$ cat src/rtl/fetch_stage.sv
// Instruction-fetch stage: owns the PC (byte offset into instruction memory),
// captures the returned word into IF/ID, and raises sticky misalign/out-of-range flags.
module fetch_stage #(
    parameter logic [31:0] RESET_PC  = 32'h0000_0000,
    parameter int          MEM_BYTES = 4096,
    parameter logic [31:0] NOP_INSTR = 32'h0000_0013
) (
    input  logic        clk_i,
    input  logic        rst_i,
    input  logic        stall_i,
    input  logic        flush_i,
    input  logic        redirect_i,
    input  logic [31:0] redirect_pc_i,
    output logic [31:0] pc_o,
    input  logic [31:0] instr_i,
    output logic [31:0] if_id_instr_o,
    output logic [31:0] if_id_pc_o,
    output logic [31:0] if_id_pc_plus4_o,
    output logic        if_id_valid_o,
    output logic        misalign_o,
    output logic        oob_o,
    output logic [31:0] fetch_count_o
);

    localparam logic [31:0] LAST_PC = 32'(MEM_BYTES - 4);

    logic [31:0] r_pc;
    logic [31:0] r_instr;
    logic [31:0] r_if_pc;
    logic [31:0] r_if_pc4;
    logic        r_valid;
    logic        r_misalign;
    logic        r_oob;
    logic [31:0] r_count;

    logic        w_in_range;
    logic [31:0] w_pc_plus4;

    assign w_in_range = (r_pc <= LAST_PC);
    assign w_pc_plus4 = r_pc + 32'd4;

    always_ff @(posedge clk_i) begin
        if (rst_i) begin
            r_pc       <= {RESET_PC[31:2], 2'b00};
            r_instr    <= NOP_INSTR;
            r_if_pc    <= 32'd0;
            r_if_pc4   <= 32'd4;
            r_valid    <= 1'b0;
            r_misalign <= 1'b0;
            r_oob      <= 1'b0;
            r_count    <= 32'd0;
        end else if (redirect_i) begin
            r_pc    <= {redirect_pc_i[31:2], 2'b00};
            r_instr <= NOP_INSTR;
            r_valid <= 1'b0;
            if (redirect_pc_i[1:0] != 2'b00) begin
                r_misalign <= 1'b1;
            end
        end else if (stall_i) begin
            if (flush_i) begin
                r_instr <= NOP_INSTR;
                r_valid <= 1'b0;
            end
        end else if (flush_i || !w_in_range) begin
            // Bubble into IF/ID; the PC only moves if the current fetch is legal.
            r_instr <= NOP_INSTR;
            r_valid <= 1'b0;
            if (w_in_range) begin
                r_pc <= w_pc_plus4;
            end else begin
                r_oob <= 1'b1;
            end
        end else begin
            r_instr  <= instr_i;
            r_if_pc  <= r_pc;
            r_if_pc4 <= w_pc_plus4;
            r_valid  <= 1'b1;
            r_pc     <= w_pc_plus4;
            r_count  <= r_count + 32'd1;
        end
    end

    assign pc_o             = r_pc;
    assign if_id_instr_o    = r_instr;
    assign if_id_pc_o       = r_if_pc;
    assign if_id_pc_plus4_o = r_if_pc4;
    assign if_id_valid_o    = r_valid;
    assign misalign_o       = r_misalign;
    assign oob_o            = r_oob;
    assign fetch_count_o    = r_count;

endmodule

$ cat config.mk
export PLATFORM = sky130hd
export DESIGN_NAME = fetch_stage
export DESIGN_NICKNAME = d
export VERILOG_FILES = /design/src/rtl/fetch_stage.sv
export SDC_FILE = /design/constraint.sdc
export NUM_CORES = 1
export LEC_CHECK = 0
export ABC_AREA = 1
export CELL_PAD_IN_SITES_DETAIL_PLACEMENT = 1
export CELL_PAD_IN_SITES_GLOBAL_PLACEMENT = 2
export CORE_MARGIN = 2
export CORE_UTILIZATION = 26
export DETAILED_ROUTE_END_ITERATION = 8
export PLACE_DENSITY = 0.85
export SKIP_CTS_REPAIR_TIMING = 1
export SLEW_MARGIN = 10
export SYNTH_ARGS = -nofsm -noshare
export SYNTH_HDL_FRONTEND = slang
export SYNTH_SLANG_ARGS = --single-unit
$ cat constraint.sdc
create_clock -name clk_i -period 2.3 [get_ports clk_i]
set_input_delay 0.46 -clock clk_i [delete_from_list [all_inputs] [get_ports clk_i]]
set_output_delay 0.46 -clock clk_i [all_outputs]
set_load 0.01 [all_outputs]
# [Word level (Yosys, flattened, before mapping)]
# Index checks and enable logic that the tools add are counted.
[op_classes] order_cmp=1 bitwise=4 n_mux=10 n_reduce_logical=9 n_eq_ne=4 addsub=2
[op_table] operator="$mux 32" count=7
[op_table] operator="$add 32x1->32 const B" count=1
[op_table] operator="$add 32x3->32 const B" count=1
[op_table] operator="$le 32x12->1 const B" count=1
[op_table] operator="$reduce_and 2->1" count=3
[op_table] operator="$ne 2x1->1 const B" count=2
[op_table] operator="$not 1->1" count=4
[op_table] operator="$reduce_and 4->1" count=1
[op_table] operator="$mux 1" count=3
[op_table] operator="$ne 3x3->1 const B" count=1
[op_table] operator="$reduce_and 3->1" count=1
[op_table] operator="$ne 2x2->1 const B" count=1
[op_table] operator="$reduce_bool 2->1" count=1
[op_table] operator="$reduce_or 2->1" count=1
[op_table] operator="$logic_not 1->1" count=1
[op_table] operator="$logic_or 1x1->1" count=1
[word_totals] word_cells=39 output_inout_bits=163 regBits=163 input_bits=69

# [Depth between registers and ports, before layout]
# Gate-level depths: netlist (run 1).
[depth] depth_word=6 depth_mapped=10 ltp_nobuf=10

# [Worst setup path after synthesis (run 1)]
# No wires, ideal clock.
[synth_timing] path_type="register to register" startpoint="reg r_count[0] (netlist: fetch_count_o[0])" endpoint="reg r_count[16] (netlist: fetch_count_o[16])" synth_period_minus_slack_ns=1.648 setup_time_ns=0.070 t_required_ns=2.230 n_path_buf=0 path_stages_with_launch=9 arrival_ns=1.578 setup_slack_ns=0.652 cell_sequence="dfxtp_1 > ha_1 > inv_1 > nor2_1 > nand2_1 > nor2_1 > xor2_1 > nand2_1 > a21oi_1"
[synth_between] elab_chain_cells=1
[synth_lines] element="from (decl)" line="34" text="logic [31:0] r_count;"
[synth_lines] element="from (signal assigned)" line="79" text="r_count <= r_count + 32'd1;"
[synth_lines] element="$add 32x1->32" line="79"
# Every way passes these cells.
# A chain may end at the register's enable or synchronous reset.

# [Worst setup path in the final report (run 1)]
[layout_timing] startpoint="reg r_pc[9] (netlist: pc_o[9])" endpoint="out pc_o[9]"
[layout_lines] element="from (decl)" line="27" text="logic [31:0] r_pc;"
[layout_lines] element="from (signal assigned)" line="44" text="r_pc <= {RESET_PC[31:2], 2'b00};"
[layout_lines] element="from (signal assigned)" line="53" text="r_pc <= {redirect_pc_i[31:2], 2'b00};"
[layout_lines] element="from (signal assigned)" line="69" text="r_pc <= w_pc_plus4;"
[layout_lines] element="to (decl)" line="14" text="output logic [31:0] pc_o,"
# No word-level cell between the ends.

==> results of run 1 <==
[metrics by stage]
stage	setup slack [ns]	instance area (um^2)	util
6_report	0.2756	9879	0.3935
5_1_grt	0.2096	9879	0.3935
4_1_cts	0.2324	9879	0.3935
3_5_place_dp	0.2091	9288	0.3699
3_3_place_gp	0.2252	9288	0.3699
2_1_floorplan	0.6517	6663	-
[cell type report]
type                       instances  area (um^2)  share of cell area
tap                              330        412.9             0.04179
clock inverter                    15        166.4             0.01684
inverter                          40        150.1             0.01520
multi-input combinational        712         3094              0.3132
sequential                       157         3143              0.3181
timing repair buffer             245         2487              0.2518
clock buffer                      17        425.4             0.04306
[worst min-delay path: stages, from the launching register on]
cell and delay, ns:
dfxtp_1 0.31, nand2_1 0.06, nor2_1 0.03
[routing by layer]
layer  GRT usage  part of all wire  vias to the layer above
met3     0.07071             0.082                       20
met1      0.2140              0.44                     3150
met5           0                 0                        -
li1            -                 -                     3433
met2      0.2955              0.47                      172
met4     0.04585             0.013                        0
[cells by family (layout without fill, tap and decap cells)]
| logic type | count (synthesis) | in the layout |
|---|---|---|
| AOI/OAI and AO/OA | 121 | 121 |
| xor gates and xnor gates | 18 | 18 |
| adders and majority gates | 2 | 2 |
| buffers and inverters | 95 | 317 |
| DFF | 157 | 157 |
| other | 1 | 6 |
| and+or+nand+nor | 565 | 565 |
[flip-flops by register name (all words and copies together), names as in the netlist]
| name | count |
|---|---|
| if_id_pc_plus4_o | 30 |
| misalign_o | 1 |
| pc_o | 30 |
| fetch_count_o | 32 |
| if_id_valid_o | 1 |
| if_id_pc_o | 30 |
| if_id_instr_o | 32 |
| oob_o | 1 |
[power breakdown]
part | switching, uW | internal [uW] | total, uW
combinational | 233 | 232 | 464
sequential | 43.6 | 2750 | 2800
clock | 1360 | 1470 | 2830
total | 1640 | 4450 | 6090
[worst max path at each step]
| stage | from | endpoint | depth (start not counted) |
|---|---|---|---|
| 6_report | pc_o[9] | pc_o[9] | 1 |
| 5_1_grt | pc_o[9] | pc_o[9] | 1 |
| 4_1_cts | pc_o[10] | pc_o[10] | 1 |
| 3_5_place_dp | flush_i | if_id_pc_plus4_o[7] | 8 |
| 3_3_place_gp | flush_i | if_id_pc_plus4_o[11] | 9 |
| 2_1_floorplan | fetch_count_o[0] | fetch_count_o[16] | 8 |
[Yosys cell counts, drive strengths merged]
library cell	instances	area share
buf	21	0.024
ha	2	0.0038
dfxtp	157	0.47
o22ai	3	0.0028
xor2	12	0.016
conb	1	0.00056
nand2	349	0.20
nor2	149	0.090
or2	2	0.0019
o21ai	22	0.017
nand3	62	0.049
inv	40	0.023
nand4	3	0.0038
clkbuf	34	0.019
xnor2	6	0.0079
a21oi	96	0.072
==> summary.txt, run 1 <==
Run status
  – Status: completed

Placed design
  – DP Cell Count: 1484
  – IO Port Bufs: 225
  – Final HPWL DP: 17180 um
  – GPL Wtd Cong: 0.7928

Yosys
  – Proportion of synthesized area in mux cells: 0
  – Avg Cell Area, Syn: 6.928 um^2
  – Post-Synthesis Cells: 959
  – Number of synthesized register bits: 157
  – Area of the mapped netlist: 6644 um^2
  – Compound-Gate Fraction of Synth Area: 0.09171
  – Seq/Total Area, Yosys: 0.4731
  – Largest family of logic cells by synthesized area: simple AND/OR/NAND/NOR gates
  – Post-synthesis adder-cell area fraction: 0.003766
  – Post-synth cell types: 25
  – Post-Synth XOR/XNOR Area: 0.02373
  – Simple-gate portion of the synthesized area: 0.3414
  – Yosys warns: 0

Setup path
  – Startpoint Class: flip-flop
  – Critical path's top delay family: buffers and inverters
  – Worst Path Max Fanout: 7
  – R2R depth: 10
  – Worst path required time: 1.84 ns
  – CP arrival: 1.56 ns
  – Critical path endpoint category: output pin
  – Cells along the critical path: clkdlybuf4s50_1
  – Slowest cell on crit path: clkdlybuf4s50_1
  – Bufs and invs on worst path: 1
  – Critical path class: flip-flop to output pin
  – Worst reg2reg endpoint: fetch_count_o[28]
  – CP max stage delay: 0.61 ns
  – R2R Setup Slk: 0.48 ns
  – Reg2reg start: fetch_count_o[1]

Power
  – Final Power: 6089 uW
  – P per Cell Area: 616.3 nW/um^2
  – Max VDD drop: 0.5146 mV
  – P_leak: 0.003522 uW

Finish
  – Most frequent cells in the layout: nand2_1, clkdlybuf4s50_1, dfxtp_1, nor2_1, a21oi_1
  – Non-Filler Instances: 1516
  – ANT cells: 0
  – Layout fillers: 3147
  – Most common cell after layout, fill and taps aside: nand2_1
  – Syn-to-layout area delta: 48.70%
  – Share of layout cells above drive strength 1: 0.05228
  – Nets: 1244

Timing
  – Tmin final: 2.024 ns
  – # setup viols final: 0
  – Final Max Tran Viols: 0
  – Worst slew margin: 0.5451
  – Least-Margin Pin Slew: 0.6816 ns
  – Worst hold slack: 0.4415 ns
  – Worst Skew: 0.01292 ns
  – Period utilisation layout: 0.8802
  – RSZ-0062 raised after global routing: false
  – Final Hold Vio Count: 0
  – Setup TNS: 0 ns
  – Maximum clock rate: 494.0 MHz

Worst hold path
  – Hold_sp: if_id_pc_o[15]
  – Hold WC Path Type: flip-flop to flip-flop
  – Hold endpoint: if_id_pc_o[15]
  – Hold Path Cell Cnt: 2

Floorplan
  – Die ar.: 26850 um^2
  – Total core area: 25110 um^2
  – Die W: 163.9 um
  – Boundary Pins: 232
  – Die height: 163.9 um
  – Cell Rows: 58
  – Initial Util: 0.2646

Job
  – Max-Cap Viols: 0

Drt
  – Drt drc: 0
  – Drt pass-1 iters: 4
  – DRT Wirelength: 23480 um
  – Avg Vias per Cell: 4.469
  – DR vias: 6775
  – DR iter-0 viols: 253
  – Final antenna-violating net count: 0
  – WL per Instance: 15.49 um

Clock tree
  – Clock-pin slew on the worst setup and hold paths: 0.08 ns
  – Root buf cell: clkbuf_16
  – Clock Latency Late Sink: 0.44 ns
  – Maximum root-to-sink buffer count: 2
  – CTS tree: yes
  – TritonCTS Buffers: 17
  – Clock net sink count: 157
  – CTS HTree Levels: 4

Global routing
  – First-pass GRT wire length: 37370 um
  – Global route overflow: 0
  – Vias in the first global route: 6974
  – Largest net degree at the start of global routing: 74
  – All-Layer GR Usage: 0.1778
  – Initial antenna violation count: 0
(Power assumes the default switching activity.)
==> run 2: changes to the inputs <==
Settings changed: CORE_MARGIN 2 to unset, RECOVER_POWER set to 50.
==> summary.txt, run 2 (same netlist as run 1, synthesis figures left out) <==
Run status
  – Status: completed

Global routing
  – Initial antenna violation count: 0
  – Met2 Usage GRT: 0.3069
  – GR Layer Usage met1: 0.2076
  – GRT busiest layer: met2
  – Largest net degree at the start of global routing: 72
  – Vias in the first global route: 6886
  – Global route overflow: 0
  – First-pass GRT wire length: 36780 um
  – All-Layer GR Usage: 0.1793
  – Met3 Use GR: 0.06844

Finish
  – Most common cell after layout, fill and taps aside: nand2_1
  – ANT cells: 0
  – Most frequent cells in the layout: nand2_1, clkdlybuf4s50_1, dfxtp_1, nor2_1, a21oi_1
  – Nets: 1244
  – Footprint of the multi-input gates: 3087 um^2
  – Design Area, Final: 9816 um^2
  – Reg area: 3143 um^2
  – Syn-to-layout area delta: 47.74%
  – Layout fillers: 3147
  – Util after Layout: 0.3909
  – Share of layout cells above drive strength 1: 0.04890

Drt
  – Final antenna-violating net count: 0
  – Avg Vias per Cell: 4.462
  – DR vias: 6765
  – DRT Wirelength: 23130 um
  – DR iter-0 viols: 323
  – Drt pass-1 iters: 4
  – Drt drc: 0
  – WL per Instance: 15.26 um

Timing
  – Worst Skew: 0.01501 ns
  – RSZ-0062 raised after global routing: false
  – Post-route setup slack: 0.2491 ns
  – Setup TNS: 0 ns
  – Worst slew margin: 0.4350
  – Final Hold Vio Count: 0
  – Final Max Tran Viols: 0
  – Period utilisation layout: 0.8917
  – # setup viols final: 0
  – Tmin final: 2.051 ns
  – Least-Margin Pin Slew: 0.8475 ns
  – Maximum clock rate: 487.6 MHz

Power
  – Switching power share of the total: 0.2672
  – P_leak: 0.003633 uW
  – Part of the total power dissipated in the clock network: 0.462
  – Cell Int Power: 4433 uW
  – Share of total power in combinational logic: 0.075
  – Switching power total: 1616 uW
  – Sequential power share: 0.462
  – Final Power: 6050 uW
  – Max VDD drop: 0.3603 mV
  – P per Cell Area: 616.3 nW/um^2

Clock tree
  – Root buf cell: clkbuf_16
  – CTS HTree Levels: 4
  – Maximum root-to-sink buffer count: 2
  – CTS tree: yes
  – Clock Latency Late Sink: 0.43 ns
  – Clock-pin slew on the worst setup and hold paths: 0.07 ns
  – TritonCTS Buffers: 17
  – Clock net sink count: 157

Floorplan
  – Initial Util: 0.2646
  – Cell Rows: 58
  – Die W: 161.9 um
  – Boundary Pins: 232
  – Total core area: 25110 um^2
  – Die height: 161.9 um
  – Die ar.: 26200 um^2

Setup path
  – Worst Path Max Fanout: 71
  – Startpoint Class: flip-flop
  – Critical path class: flip-flop to flip-flop
  – Worst reg2reg endpoint: fetch_count_o[0]
  – Worst path required time: 2.62 ns
  – Critical path endpoint category: flip-flop
  – Reg2reg start: pc_o[12]
  – R2R depth: 7
  – CP arrival: 2.37 ns
  – R2R Setup Slk: 0.25 ns

Job
  – Max-Cap Viols: 0

Placed design
  – GPL Wtd Cong: 0.7724
  – Area after DPL: 9288 um^2
  – IO Port Bufs: 225
  – Dpl ws: 0.1889 ns
  – Final HPWL DP: 17020 um

Worst hold path
  – Hold Path Cell Cnt: 4
  – Hold endpoint: if_id_instr_o[0]
  – Hold_sp: rst_i
  – Hold WC Path Type: input port to flip-flop
run 2: critical path, stage by stage (launching register included):
cell,delay (ns)
dfxtp_1,0.36
nor2_1,0.17
nand3_1,0.09
nor2_1,0.40
nand4_4,0.13
buf_4,0.35
o21ai_0,0.29
nor2_1,0.06
run 2: per-layer routing:
layer / vias to the layer above / share of wire
li1: 3437 / -
met3: 19 / 0.080
met1: 3152 / 0.43
met4: 0 / 0.012
met2: 157 / 0.48
met5: - / 0
run 2: power by group through the flow:
| stage | Clock [uW] | Sequential (uW) | Combinational, uW |
|---|---|---|---|
| detailed placement | 0 | 2860 | 473 |
| CTS | 2870 | 2800 | 475 |
| finish | 2800 | 2800 | 456 |
| global placement | 0 | 2860 | 469 |
| global route | 2990 | 2800 | 498 |
| floorplan | 0 | 2860 | 192 |
run 2: final cells by class:
cell class,count,area share
multi-input cells,712,0.3145
inverters,40,0.01530
well taps,330,0.04207
clock inverters,14,0.01517
repair buffers,245,0.2491
clock buffers,18,0.04372
flip-flops and latches,157,0.3202
run 2: through the flow:
step,std cells,hold WS [ns]
after floorplan,964,0.4619
after global placement,1484,0.4251
final,1516,0.4139
after CTS,1516,0.3955
after detailed placement,1484,0.4315
after global routing,1516,0.4440
run 2: worst max-delay path by stage:
stage	startpoint	end	slack, ns	cells after the start
6_report	pc_o[12]	fetch_count_o[0]	0.25	7
4_1_cts	pc_o[4]	pc_o[4]	0.23	1
3_5_place_dp	flush_i	if_id_pc_o[2]	0.19	9
3_3_place_gp	flush_i	if_id_pc_o[2]	0.22	9
2_1_floorplan	fetch_count_o[0]	fetch_count_o[16]	0.65	8
5_1_grt	pc_o[12]	fetch_count_o[0]	0.1	7
